===== src/rtl/io_port_bank.sv =====
// -----------------------------------------------------------------------------
// io_port_bank
//
// A bank of NPORTS addressable I/O ports, each DW bits wide.
// - Writes latch wdata into one output-port slice and fire a one-hot write
//   strobe on the following cycle.
// - Reads return the synchronized value of one input-port slice, with rd_valid
//   and a one-hot read strobe on the following cycle.
// - Each input slice has a sticky change flag. A read of that port clears it,
//   but a change seen on the same edge wins over the clear.
// - An access to an address that does not exist only pulses addr_err.
//
// Ports
//   clk        : clock, all state updates on its rising edge
//   rst_n      : asynchronous active-low reset
//   addr       : port address of the current access (AW bits)
//   wr_en      : write request
//   rd_en      : read request
//   wdata      : write data (DW bits)
//   in_ports   : asynchronous external inputs, port k at [k*DW +: DW]
//   out_ports  : latched output ports, same slicing as in_ports
//   rdata      : registered read data
//   rd_valid   : one-cycle pulse qualifying rdata
//   wr_strobe  : registered one-hot write strobe (NPORTS bits)
//   rd_strobe  : registered one-hot read strobe (NPORTS bits)
//   chg_flags  : sticky per-port input-change flags (NPORTS bits)
//   addr_err   : one-cycle pulse on an access to addr >= NPORTS
// -----------------------------------------------------------------------------
module io_port_bank #(
  parameter int AW     = 4,
  parameter int NPORTS = 16,
  parameter int DW     = 4
) (
  input  logic                 clk,
  input  logic                 rst_n,
  input  logic [AW-1:0]        addr,
  input  logic                 wr_en,
  input  logic                 rd_en,
  input  logic [DW-1:0]        wdata,
  input  logic [NPORTS*DW-1:0] in_ports,
  output logic [NPORTS*DW-1:0] out_ports,
  output logic [DW-1:0]        rdata,
  output logic                 rd_valid,
  output logic [NPORTS-1:0]    wr_strobe,
  output logic [NPORTS-1:0]    rd_strobe,
  output logic [NPORTS-1:0]    chg_flags,
  output logic                 addr_err
);

  // One bit wider than addr, so that NPORTS == 2**AW is still representable.
  localparam logic [AW:0] PortCount = (AW+1)'(NPORTS);

  logic [NPORTS*DW-1:0] outPorts_q, outPorts_d;
  logic [DW-1:0]        rdata_q, rdata_d;
  logic                 rdValid_q, rdValid_d;
  logic [NPORTS-1:0]    wrStrobe_q, wrStrobe_d;
  logic [NPORTS-1:0]    rdStrobe_q, rdStrobe_d;
  logic [NPORTS-1:0]    chgFlags_q, chgFlags_d;
  logic                 addrErr_q, addrErr_d;
  logic [NPORTS*DW-1:0] sync1_q, sync2_q, prev_q;
  logic [1:0]           warm_q, warm_d;

  logic                 inRange;
  logic                 wrHit;
  logic                 rdHit;
  logic                 warmDone;
  logic [NPORTS-1:0]    addrOneHot;
  logic [NPORTS-1:0]    chgSet;

  // warm_q counts the first three edges after reset release. Until then, the
  // synchronizer and previous-value registers still hold reset zeros. Any
  // difference seen in that window comes from the release itself, not from
  // a real input change.
  assign warmDone = (warm_q == 2'd3);

  always_comb begin
    inRange    = ({1'b0, addr} < PortCount);
    wrHit      = wr_en & inRange;
    rdHit      = rd_en & inRange;
    warm_d     = warmDone ? warm_q : warm_q + 2'd1;
    outPorts_d = outPorts_q;
    rdata_d    = rdata_q;
    addrOneHot = '0;
    chgSet     = '0;
    for (int k = 0; k < NPORTS; k++) begin
      if (addr == AW'(k)) begin
        addrOneHot[k] = 1'b1;
        if (wrHit) outPorts_d[k*DW +: DW] = wdata;
        if (rdHit) rdata_d = sync2_q[k*DW +: DW];
      end
      chgSet[k] = warmDone && (sync2_q[k*DW +: DW] != prev_q[k*DW +: DW]);
    end
    wrStrobe_d = wrHit ? addrOneHot : '0;
    rdStrobe_d = rdHit ? addrOneHot : '0;
    rdValid_d  = rdHit;
    addrErr_d  = (wr_en | rd_en) & ~inRange;
    // The set term is OR-ed in after the clear, so a change that lands on
    // the same edge as a read is never lost.
    chgFlags_d = (chgFlags_q & ~rdStrobe_d) | chgSet;
  end

  always_ff @(posedge clk or negedge rst_n) begin
    if (!rst_n) begin
      outPorts_q <= '0;
      rdata_q    <= '0;
      rdValid_q  <= 1'b0;
      wrStrobe_q <= '0;
      rdStrobe_q <= '0;
      chgFlags_q <= '0;
      addrErr_q  <= 1'b0;
      sync1_q    <= '0;
      sync2_q    <= '0;
      prev_q     <= '0;
      warm_q     <= 2'd0;
    end else begin
      outPorts_q <= outPorts_d;
      rdata_q    <= rdata_d;
      rdValid_q  <= rdValid_d;
      wrStrobe_q <= wrStrobe_d;
      rdStrobe_q <= rdStrobe_d;
      chgFlags_q <= chgFlags_d;
      addrErr_q  <= addrErr_d;
      sync1_q    <= in_ports;
      sync2_q    <= sync1_q;
      prev_q     <= sync2_q;
      warm_q     <= warm_d;
    end
  end

  assign out_ports = outPorts_q;
  assign rdata     = rdata_q;
  assign rd_valid  = rdValid_q;
  assign wr_strobe = wrStrobe_q;
  assign rd_strobe = rdStrobe_q;
  assign chg_flags = chgFlags_q;
  assign addr_err  = addrErr_q;

endmodule


===== config.mk =====
export PLATFORM = sky130hd
export DESIGN_NAME = io_port_bank
export DESIGN_NICKNAME = d
export VERILOG_FILES = /design/src/rtl/io_port_bank.sv
export SDC_FILE = /design/constraint.sdc
export NUM_CORES = 1
export LEC_CHECK = 0
export CAP_MARGIN = 20
export CELL_PAD_IN_SITES_DETAIL_PLACEMENT = 0
export CELL_PAD_IN_SITES_GLOBAL_PLACEMENT = 1
export CORE_UTILIZATION = 46
export DETAILED_ROUTE_END_ITERATION = 7
export PLACE_DENSITY = 0.95
export SKIP_CTS_REPAIR_TIMING = 1
export SYNTH_ARGS = -nofsm -noshare
export SYNTH_HDL_FRONTEND = slang
export SYNTH_SLANG_ARGS = --single-unit

===== constraint.sdc =====
create_clock -name clk -period 2.6 [get_ports clk]
set_clock_uncertainty 0.1 [all_clocks]
set_input_delay 0.65 -clock clk [delete_from_list [all_inputs] [get_ports clk]]
set_output_delay 0.65 -clock clk [all_outputs]
set_load 0.1 [all_outputs]

==> impl_metrics.json <==
{
  "ys_dominant_reg_cell": "dfrtp_1",
  "fp-row-count": 55,
  "floorplan.die_area_um2": 23760,
  "critical-path-top-cell-by-count": "buf_4",
  "start_util": 0.4704,
  "timing.rr.start": "sync2_q[39]",
  "finalWorstPathRequiredPeriod_ps": 2277,
  "maxCapViolCount": 0,
  "critical_path.top_delay_family": "buffers and inverters",
  "yosys.area.top_type_share": 0.7308,
  "timing.fmax_mhz": 439.2,
  "place.port_buffers": 192,
  "syn_avg_cell_area_um2": 15.39,
  "synth-seq-area-share": 0.7308,
  "critical_path.endpoint_type": "flip-flop",
  "routed.top_layer": "met4",
  "met3WireLength_mm": 1.072,
  "setup.worst_path.start": "rd_en",
  "finalWorstSetupSlack_ps": 322.9,
  "wire_length_of_the_first_global_routing_pass_mm": 37.70,
  "cp_data_arrival_time_ps": 2590,
  "tritoncts.num_buffers": 30,
  "async_flop_share": 1.000,
  "worst_slew_margin_rel": 0.5551,
  "syn_nets": 769,
  "setup-violations-final": 0,
  "clk_pin_slew_ps": 70,
  "yosys.cell_types.count": 47,
  "post-dp-hpwl_mm": 16.35,
  "critPathRequiredTime_ps": 2920,
  "cp_num_buf_inv": 3,
  "chipHeight_um": 154.2,
  "dpl_cell_area_um2": 12950,
  "ys_top_cells_by_area": "dfrtp_1, mux2_2, xor2_1",
  "core-area_um2": 22640,
  "die-width_um": 154.2,
  "area_delta_synth_final_pct": 31.92,
  "netlist_area_um2": 10650,
  "crit_fanout": 9,
  "regToRegEndpoint": "rdata[3]",
  "reg2reg_setup_slack_ps": 770,
  "synth.ff_latch_count": 311,
  "post_drt_via_cell_ratio": 4.965,
  "final_nets": 1021,
  "globalRouteTotalUtil": 0.2060,
  "design.portCount": 194,
  "path_class": "in -> reg",
  "finalCritPeriodShare": 0.8758,
  "synth_enable_flop_cells": 0,
  "vias": 6221,
  "clock_tree.root_cell": "clkbuf_16",
  "rsz0062_at_grt": "no",
  "vdd.ir_drop.worst_uv": 445.1,
  "worst-r2r-cell-count": 5,
  "ys.warnings.count": 0,
  "antenna_violating_nets_post_route": 0,
  "h_tree_lvl_count": 1,
  "status": "completed",
  "dpl_worst_slack_ps": -160.2,
  "antenna_found_initial": 2,
  "drv_slew": 0,
  "grt_pass1_vias": 6606,
  "met2_length_mm": 11.80,
  "clk_latency_ps": 550,
  "routed_wirelength_mm": 23.50,
  "worstSetupPathDepth": 8,
  "final_layout_size_suffix_gt1_frac": 0.3116,
  "place_congestion": 0.8234,
  "cellLeakagePower_nw": 6.459,
  "powerDensity_nw_per_um2": 946.4,
  "timing.critical_path.slowest_cell_delay_ps": 450,
  "critical_path.cell_chain": "clkdlybuf4s50_1 -> buf_4 -> buf_4 -> nand2_1 -> nor2_1 -> a221o_1 -> nor4bb_1 -> o22ai_1",
  "min_from": "sync1_q[4]",
  "cp_slowest_cell": "nor4bb_1",
  "ctsLongestPathBuffers": 3,
  "synth_cells": 692,
  "dr.first_iter.drc_count": 357,
  "m1WireLength_mm": 9.782,
  "timing.final.hold_violations": 0,
  "grt_start_max_net_pins": 91,
  "tightest_hold_check_type": "reg -> reg",
  "drc_violations_left": 0,
  "cp-endpoint": "rdata[3]",
  "post_route_design_area_um2": 14050,
  "worst-slew-pin-transition_ps": 665.3,
  "cts_sinks": 311,
  "post_drt_wl_per_cell_um": 18.75,
  "first_pass_iters": 4,
  "start_kind": "input pin",
  "fillCellCount": 1687,
  "globalRoute.totalOverflow": 0,
  "cts_tree": "done",
  "post-synth-top-area-cell": "dfrtp_1"
}
==> state kept, by name, indices dropped and copies added (netlist names) <==
register   flops
out_ports     64
rdata          4
rd_valid       1
sync1_q       64
rd_strobe     16
chg_flags     16
wr_strobe     16
sync2_q       64
prev_q        64
warm_q         2
==> layer usage <==
layer	track usage	up-vias
met4	0.07810	0
met1	0.2707	3111
met5	0	-
li1	-	2874
met2	0.3437	178
met3	0.03579	58
==> cell usage after synthesis (all sizes together) (4+ instances only) <==
cell,count
a21oi,7
a221o,4
buf,20
clkbuf,9
dfrtp,311
inv,13
mux2,68
mux2i,14
nand2,28
nand2b,9
nand3,4
nand3b,6
nor2,38
o211ai,9
o21ai,31
o22ai,4
o41ai,16
xor2,64
==> where the power goes <==
part / switching, mW / total [mW] / internal (mW)
combinational: 2.43 / 3.19 / 0.763
clock: 1.75 / 4.61 / 2.86
sequential: 0.244 / 5.49 / 5.25
total: 4.42 / 13.3 / 8.87
==> how the worst min path moves through the flow <==
| stage | endpoint | cells after the start |
|---|---|---|
| after floorplan | sync2_q[0] | 0 |
| after global placement | sync2_q[10] | 0 |
| after detailed placement | sync2_q[17] | 0 |
| after CTS | out_ports[17] | 1 |
| after global routing | sync2_q[17] | 0 |
| final | sync2_q[4] | 0 |
==> kinds of logic (layout without fill, tap and decap cells) <==
family / count (synthesis) / after routing / share of synthesized area
AOI/OAI and AO/OA: 84 / 84 / 0.05393
xor gates and xnor gates: 66 / 66 / 0.05428
adders and majority gates: 1 / 1 / 0.001175
buffers and inverters: 42 / 316 / 0.02127
DFF: 311 / 311 / 0.7308
muxes: 82 / 82 / 0.08507
other: 1 / 3 / 0.0003521
and+or+nand+nor: 105 / 105 / 0.05311
==> stage by stage <==
stage	util	std cells	hold slack (ps)	total power [mW]	setup TNS, ps
global placement	0.5721	1196	233.0	8.731	-563.9
finish	0.6205	1253	243.1	13.30	0
floorplan	-	692	231.2	7.862	0
detailed placement	0.5721	1196	234.7	8.772	-1201
global route	0.6205	1253	250.5	13.75	0
CTS	0.6198	1250	-137.9	13.41	0
==> cell usage in the layout, fill, tap and decap left out, types with 2 or more instances in the layout <==
master           Yosys  layout
a211oi_1             2       2
diode_2              0       2
o22ai_1              4       4
a22oi_1              3       3
nor2b_1              2       2
bufinv_16            0       5
a21oi_1              7       7
xnor2_1              2       2
dfrtp_1            311     311
buf_12               0       6
a221o_1              4       4
clkdlybuf4s50_1      0      73
buf_4                5     167
nand2b_1             9       9
clkbuf_16            0      31
nor4bb_1             3       3
or3b_1               2       2
clkbuf_1             9       3
nor2_2               2       2
nor2_1              34      34
or4_1                3       3
clkbuf_8             0       7
o221ai_1             2       2
o41ai_1             16      16
mux2_2              67      67
inv_1               13      13
mux2i_1             14      14
o211ai_1             9       9
nor2_4               2       2
nand4b_1             3       3
o32a_1               3       3
nand3b_1             5       5
xor2_1              64      64
nand3_1              4       4
nand2_1             28      28
clkinv_2             0       6
o21ai_0             30      30
==> cell type report <==
| class | instances | area [um^2] | share of cell area |
|---|---|---|---|
| Sequential cell | 311 | 7782 | 0.5540 |
| Multi-Input combinational cell | 339 | 2640 | 0.1879 |
| Timing Repair Buffer | 249 | 2135 | 0.1519 |
| Clock buffer | 41 | 883.3 | 0.06288 |
| Tap cell | 285 | 356.6 | 0.02538 |
| Clock inverter | 13 | 197.7 | 0.01407 |
| Inverter | 13 | 48.80 | 0.003473 |
| Antenna cell | 2 | 5.005 | 0.0003563 |
Power figures use the tool's default switching activity.
